**src/rtl/fpnew_pkg.sv**
```systemverilog
// Types shared between the FPU operation units and the result merge path.
package fpnew_pkg;

    typedef struct packed {
        logic NV;
        logic DZ;
        logic OF;
        logic UF;
        logic NX;
    } status_t;

    // Index width for a set of units; a single unit still needs one bit.
    function automatic int unsigned idx_width(input int unsigned num);
        return (num > 1) ? $clog2(num) : 1;
    endfunction

endpackage

```
**src/rtl/fpnew_rr_select.sv**
```systemverilog
// Round-robin request selector: finds the first set request at or above ptr,
// wrapping around, by rotating, priority-searching and un-rotating.
module fpnew_rr_select #(
    parameter int unsigned NumInputs = 4,
    parameter int unsigned IdxWidth  = fpnew_pkg::idx_width(NumInputs)
) (
    input  logic [NumInputs-1:0] req,
    input  logic [IdxWidth-1:0]  ptr,
    output logic                 any_req,
    output logic [IdxWidth-1:0]  gnt_idx
);

    assign any_req = |req;

    if (NumInputs == 1) begin : g_single
        logic unused_ptr;
        assign unused_ptr = ^ptr;
        assign gnt_idx    = '0;
    end else begin : g_multi
        localparam logic [IdxWidth:0] Num = NumInputs[IdxWidth:0];

        // Both operands are below NumInputs, so one conditional subtract wraps.
        function automatic logic [IdxWidth-1:0] wrap_add(input logic [IdxWidth-1:0] a,
                                                         input logic [IdxWidth-1:0] b);
            logic [IdxWidth:0] sum;
            sum = {1'b0, a} + {1'b0, b};
            if (sum >= Num) sum = sum - Num;
            return sum[IdxWidth-1:0];
        endfunction

        logic [NumInputs-1:0] rot;
        logic [IdxWidth-1:0]  off;

        always_comb begin
            for (int i = 0; i < NumInputs; i++) begin
                rot[i] = req[wrap_add(IdxWidth'(i), ptr)];
            end
        end

        always_comb begin
            off = '0;
            for (int i = NumInputs - 1; i >= 0; i--) begin
                if (rot[i]) off = IdxWidth'(i);
            end
        end

        assign gnt_idx = wrap_add(off, ptr);
    end

endmodule

```
**src/rtl/fpnew_out_arbiter.sv**
```systemverilog
// Merges the results of several FPU operation units into one registered
// output slot, granting one unit per cycle in round-robin order.
module fpnew_out_arbiter import fpnew_pkg::*; #(
    parameter int unsigned NumInputs = 4,
    parameter int unsigned Width     = 32,
    parameter type         TagType   = logic,
    localparam int unsigned IdxWidth = idx_width(NumInputs)
) (
    input  logic                 clk_i,
    input  logic                 rst_i,
    input  logic [NumInputs-1:0] in_valid_i,
    output logic [NumInputs-1:0] in_ready_o,
    input  logic [Width-1:0]     result_i [NumInputs],
    input  status_t              status_i [NumInputs],
    input  logic [NumInputs-1:0] extension_bit_i,
    input  TagType               tag_i [NumInputs],
    input  logic                 flush_i,
    output logic                 out_valid_o,
    input  logic                 out_ready_i,
    output logic [Width-1:0]     result_o,
    output status_t              status_o,
    output logic                 extension_bit_o,
    output TagType               tag_o,
    output logic [IdxWidth-1:0]  src_o,
    output logic                 busy_o
);

    localparam logic [IdxWidth-1:0] LastIdx = IdxWidth'(NumInputs - 1);

    logic [IdxWidth-1:0] prio_q;
    logic [IdxWidth-1:0] gnt_idx;
    logic [IdxWidth-1:0] prio_next;
    logic                any_req;
    logic                slot_free;
    logic                grant_en;
    logic                xfer;

    logic                out_valid_q;
    logic [Width-1:0]    result_q;
    status_t             status_q;
    logic                ext_q;
    TagType              tag_q;
    logic [IdxWidth-1:0] src_q;

    logic [Width-1:0]    sel_result;
    status_t             sel_status;
    logic                sel_ext;
    TagType              sel_tag;

    fpnew_rr_select #(
        .NumInputs (NumInputs),
        .IdxWidth  (IdxWidth)
    ) i_rr_select (
        .req     (in_valid_i),
        .ptr     (prio_q),
        .any_req (any_req),
        .gnt_idx (gnt_idx)
    );

    // The slot can take new data when empty or when its result leaves this cycle.
    assign slot_free = ~out_valid_q | out_ready_i;
    assign grant_en  = any_req & slot_free & ~flush_i & ~rst_i;

    always_comb begin
        in_ready_o = '0;
        for (int i = 0; i < NumInputs; i++) begin
            in_ready_o[i] = grant_en & (gnt_idx == IdxWidth'(i));
        end
    end

    assign xfer = |(in_valid_i & in_ready_o);

    always_comb begin
        sel_result = '0;
        sel_status = '0;
        sel_ext    = 1'b0;
        sel_tag    = '0;
        for (int i = 0; i < NumInputs; i++) begin
            if (gnt_idx == IdxWidth'(i)) begin
                sel_result = result_i[i];
                sel_status = status_i[i];
                sel_ext    = extension_bit_i[i];
                sel_tag    = tag_i[i];
            end
        end
    end

    assign prio_next = (gnt_idx == LastIdx) ? '0 : gnt_idx + IdxWidth'(1);

    // Output slot: flush beats drain and refill; data only moves on a transfer.
    always_ff @(posedge clk_i or posedge rst_i) begin
        if (rst_i) begin
            prio_q      <= '0;
            out_valid_q <= 1'b0;
            result_q    <= '0;
            status_q    <= '0;
            ext_q       <= 1'b0;
            tag_q       <= '0;
            src_q       <= '0;
        end else if (flush_i) begin
            out_valid_q <= 1'b0;
        end else if (xfer) begin
            out_valid_q <= 1'b1;
            prio_q      <= prio_next;
            result_q    <= sel_result;
            status_q    <= sel_status;
            ext_q       <= sel_ext;
            tag_q       <= sel_tag;
            src_q       <= gnt_idx;
        end else if (out_ready_i) begin
            out_valid_q <= 1'b0;
        end
    end

    assign out_valid_o     = out_valid_q;
    assign result_o        = result_q;
    assign status_o        = status_q;
    assign extension_bit_o = ext_q;
    assign tag_o           = tag_q;
    assign src_o           = src_q;
    assign busy_o          = out_valid_q | any_req;

endmodule

```
**config.mk**
```make
export PLATFORM = sky130hd
export DESIGN_NAME = fpnew_out_arbiter
export DESIGN_NICKNAME = d
export VERILOG_FILES = /design/src/rtl/fpnew_pkg.sv /design/src/rtl/fpnew_rr_select.sv /design/src/rtl/fpnew_out_arbiter.sv
export SDC_FILE = /design/constraint.sdc
export NUM_CORES = 1
export LEC_CHECK = 0
export ABC_AREA = 1
export BUFFER_PORTS_ARGS = -buffer_cell sky130_fd_sc_hd__buf_2
export CORE_UTILIZATION = 44
export DETAILED_ROUTE_END_ITERATION = 6
export PLACE_DENSITY = 0.82
export SETUP_SLACK_MARGIN = 0.2
export SYNTH_ARGS = -nofsm -noshare
export SYNTH_HDL_FRONTEND = slang
export SYNTH_SLANG_ARGS = --single-unit
```
**constraint.sdc**
```tcl
create_clock -name clk_i -period 4.4 [get_ports clk_i]
set_input_delay 0.66 -clock clk_i [delete_from_list [all_inputs] [get_ports clk_i]]
set_output_delay 0.66 -clock clk_i [all_outputs]
set_load 0.05 [all_outputs]
```
==> flow_summary.yaml <==
placement:
  placedCellCount: 816
  dp_hpwl_um: 8010
  place_congestion: 0.917
  place_area_mm2: 0.00446
  pre_cts_ws_ns: 0.0471
  portBuffers: 210
cells_and_area:
  syn_to_final_growth_pct: 35.5
  final_cell_mix: "248 x nand2_1, 210 x buf_2, 86 x nand3_1"
  fin_area_mm2: 0.00459
  diodes: 0
  drive_gt1_frac: 0.338
  stdcell_count: 827
  nets: 895
  final_common_cell: "nand2_1"
routing:
  met3_length_um: 866
  ant_nets: 0
  drc: 0
  wl_um: 11700
  vias_per_cell: 5.31
  detail_route.wl_per_cell_um: 14.1
  num_vias: 4395
  highest_layer: "met4"
  wl_met1_um: 4850
  drt_iter0_markers: 284
  met2_length_um: 5790
  drt_first_pass_iters: 5
critical_path:
  reg2reg_depth: 23
  reg2reg_slack_ns: 0.54
  start_kind: "register"
  rr_endpoint: "result_o[4]"
  critPathCapture: "result_o[4]"
  arrival_ns: 4.10
  cp-end-kind: "register"
  crit_top_cell: "nand2_1"
  slowest_stage: "dfrtp_1"
  path_max_fanout: 41
  cp_cell_sequence: "inv_2 > nand2_1 > nand2_1 > nand2_1 > nand2_1 > a31oi_1 > nor2_1 > ha_1 > xor2_1 > inv_1 > nand3_1 > nand2_2 > inv_1 > ha_1 > buf_4 > nor2_4 > buf_4 > a22oi_1 > o21ai_0 > nand2_1 > nand2_1 > nand2_1 > nand2_1"
  crit_type: "reg2reg"
  cpPeakStageDelay_ns: 0.57
  reg2reg_from: "prio_q[0]"
  critPathLaunch: "prio_q[0]"
  worstPathRequired_ns: 4.64
timing:
  tns_ns: 0
  layout_setup_ws_ns: 0.536
  hold_violations: 0
  fmax_mhz: 259
  worst_pin_slew_ns: 0.667
  final.period_utilization: 0.878
  setup_viol: 0
  max_slew_margin: 0.555
  rsz0062_at_grt: "yes"
  period_needed_ns: 3.86
  slew_viol_final: 0
  skew_ns: 0.00662
floorplan:
  boundaryPins: 211
  rows: 31
  fp.dieW_um: 89.7
  core_mm2: 0.00733
  initial_utilization: 0.462
  die_area_mm2: 0.00805
  die_h_um: 89.7
clock_tree:
  post_cts_buffers: 0
  path_clk_slew_ns: 0.09
  cts_root_buf: "clkbuf_8"
  clkLatencyLatePin_ns: 0.29
  cts_sinks: 44
  cts_made_buffers: 5
  cts-root-to-sink-buffers: 2
  cts_tree: "built"
  cts-htree-levels: 2
synth:
  syn-cell-area_mm2: 0.00339
  synth_seq_area_share: 0.325
  netlist_instances: 539
  yosysWarningCount: 0
  ys_seq_elements: 44
  synth_cell_types: 22
  synth_nets: 707
  syn_area_per_cell_um2: 6.28
grt:
  antenna_found_initial: 0
  overflow: 0
  grt_pass1_wl_um: 18600
  grt_start_max_net_pins: 79
  grt_use_total: 0.279
  grt_pass1_vias: 4086
run_status:
  status: "finished, final reports clean"
min_path:
  hold_class: "reg2reg"
flow_run:
  max-cap-violations: 0
sequential cells by signal, summed over array words and instances (netlist names):
name and flops:
extension_bit_o 1, out_valid_o 1, prio_q 2, result_o 32, src_o 2, status_o 5
tag_o 1
through the flow:
stage          hold WS, ns  utilization
2_1_floorplan        0.620            -
3_3_place_gp         0.487        0.609
3_5_place_dp         0.490        0.609
4_1_cts              0.511        0.622
5_1_grt              0.524        0.626
6_report             0.507        0.626
repair_timing:
item | in CTS | in global routing
hold buffers | 0 | 0
gates cloned | 1 | 2
pin swaps | 1 | 2
endpoints found under the setup margin | 23 | 25
gates resized for setup | 0 | 3
final cells by class:
type,instances,area [um^2]
fillers,694,2740
multi-input cells,437,2060
inverters,17,63.8
flip-flops and latches,44,1100
clock buffers,6,82.6
repair buffers,222,1150
clock inverters,2,10.0
well taps,99,124
synthesized netlist by cell type:
cell type | instances | area share
inv_2 | 4 | 0.0044
buf_2 | 18 | 0.027
dfrtp_1 | 44 | 0.33
nor2_4 | 1 | 0.0033
nand2_2 | 2 | 0.0037
o211ai_1 | 1 | 0.0022
nand3_1 | 86 | 0.13
nand4_4 | 1 | 0.0063
buf_6 | 1 | 0.0033
nor3_1 | 1 | 0.0015
ha_1 | 4 | 0.015
o21ai_0 | 39 | 0.058
xor2_1 | 1 | 0.0026
buf_4 | 4 | 0.0089
a31oi_1 | 1 | 0.0018
clkbuf_1 | 19 | 0.021
nor2_2 | 1 | 0.0018
buf_1 | 2 | 0.0022
nor2_1 | 9 | 0.010
a22oi_1 | 39 | 0.086
nand2_1 | 248 | 0.27
inv_1 | 13 | 0.014
worst min path at each step:
stage | start | endpoint | cells after the start
final | result_o[30] | result_o[30] | 2
after floorplan | prio_q[1] | prio_q[1] | 3
after global routing | result_o[26] | result_o[26] | 2
after detailed placement | result_o[26] | result_o[26] | 2
after CTS | result_o[26] | result_o[26] | 2
after global placement | result_o[14] | result_o[14] | 2
cell families (layout without fill, tap and decap cells):
family / Yosys count / count (layout) / share of synthesized area
xor+xnor: 1 / 1 / 0.00259
buf+inv: 61 / 247 / 0.0809
fa+ha+maj: 4 / 4 / 0.0148
flops: 44 / 44 / 0.325
compound gates: 80 / 80 / 0.148
simple gates: 349 / 352 / 0.429
critical path: cells and delay by family (launching register included):
kind | cells | cell delay [ns]
AOI/OAI and AO/OA | 3 | 0.51
xor gates and xnor gates | 1 | 0.16
adders and majority gates | 2 | 0.43
buffers and inverters | 5 | 0.83
DFF | 1 | 0.57
and+or+nand+nor | 12 | 1.27
metal layers:
layer | GRT usage | vias up
li1 | - | 2155
met1 | 0.361 | 1996
met2 | 0.479 | 223
met3 | 0.0406 | 21
met4 | 0.0874 | 0
met5 | 0 | -
Power is not shown: default switching activity piles up to over one toggle a cycle in this logic, so the estimate is an artifact.
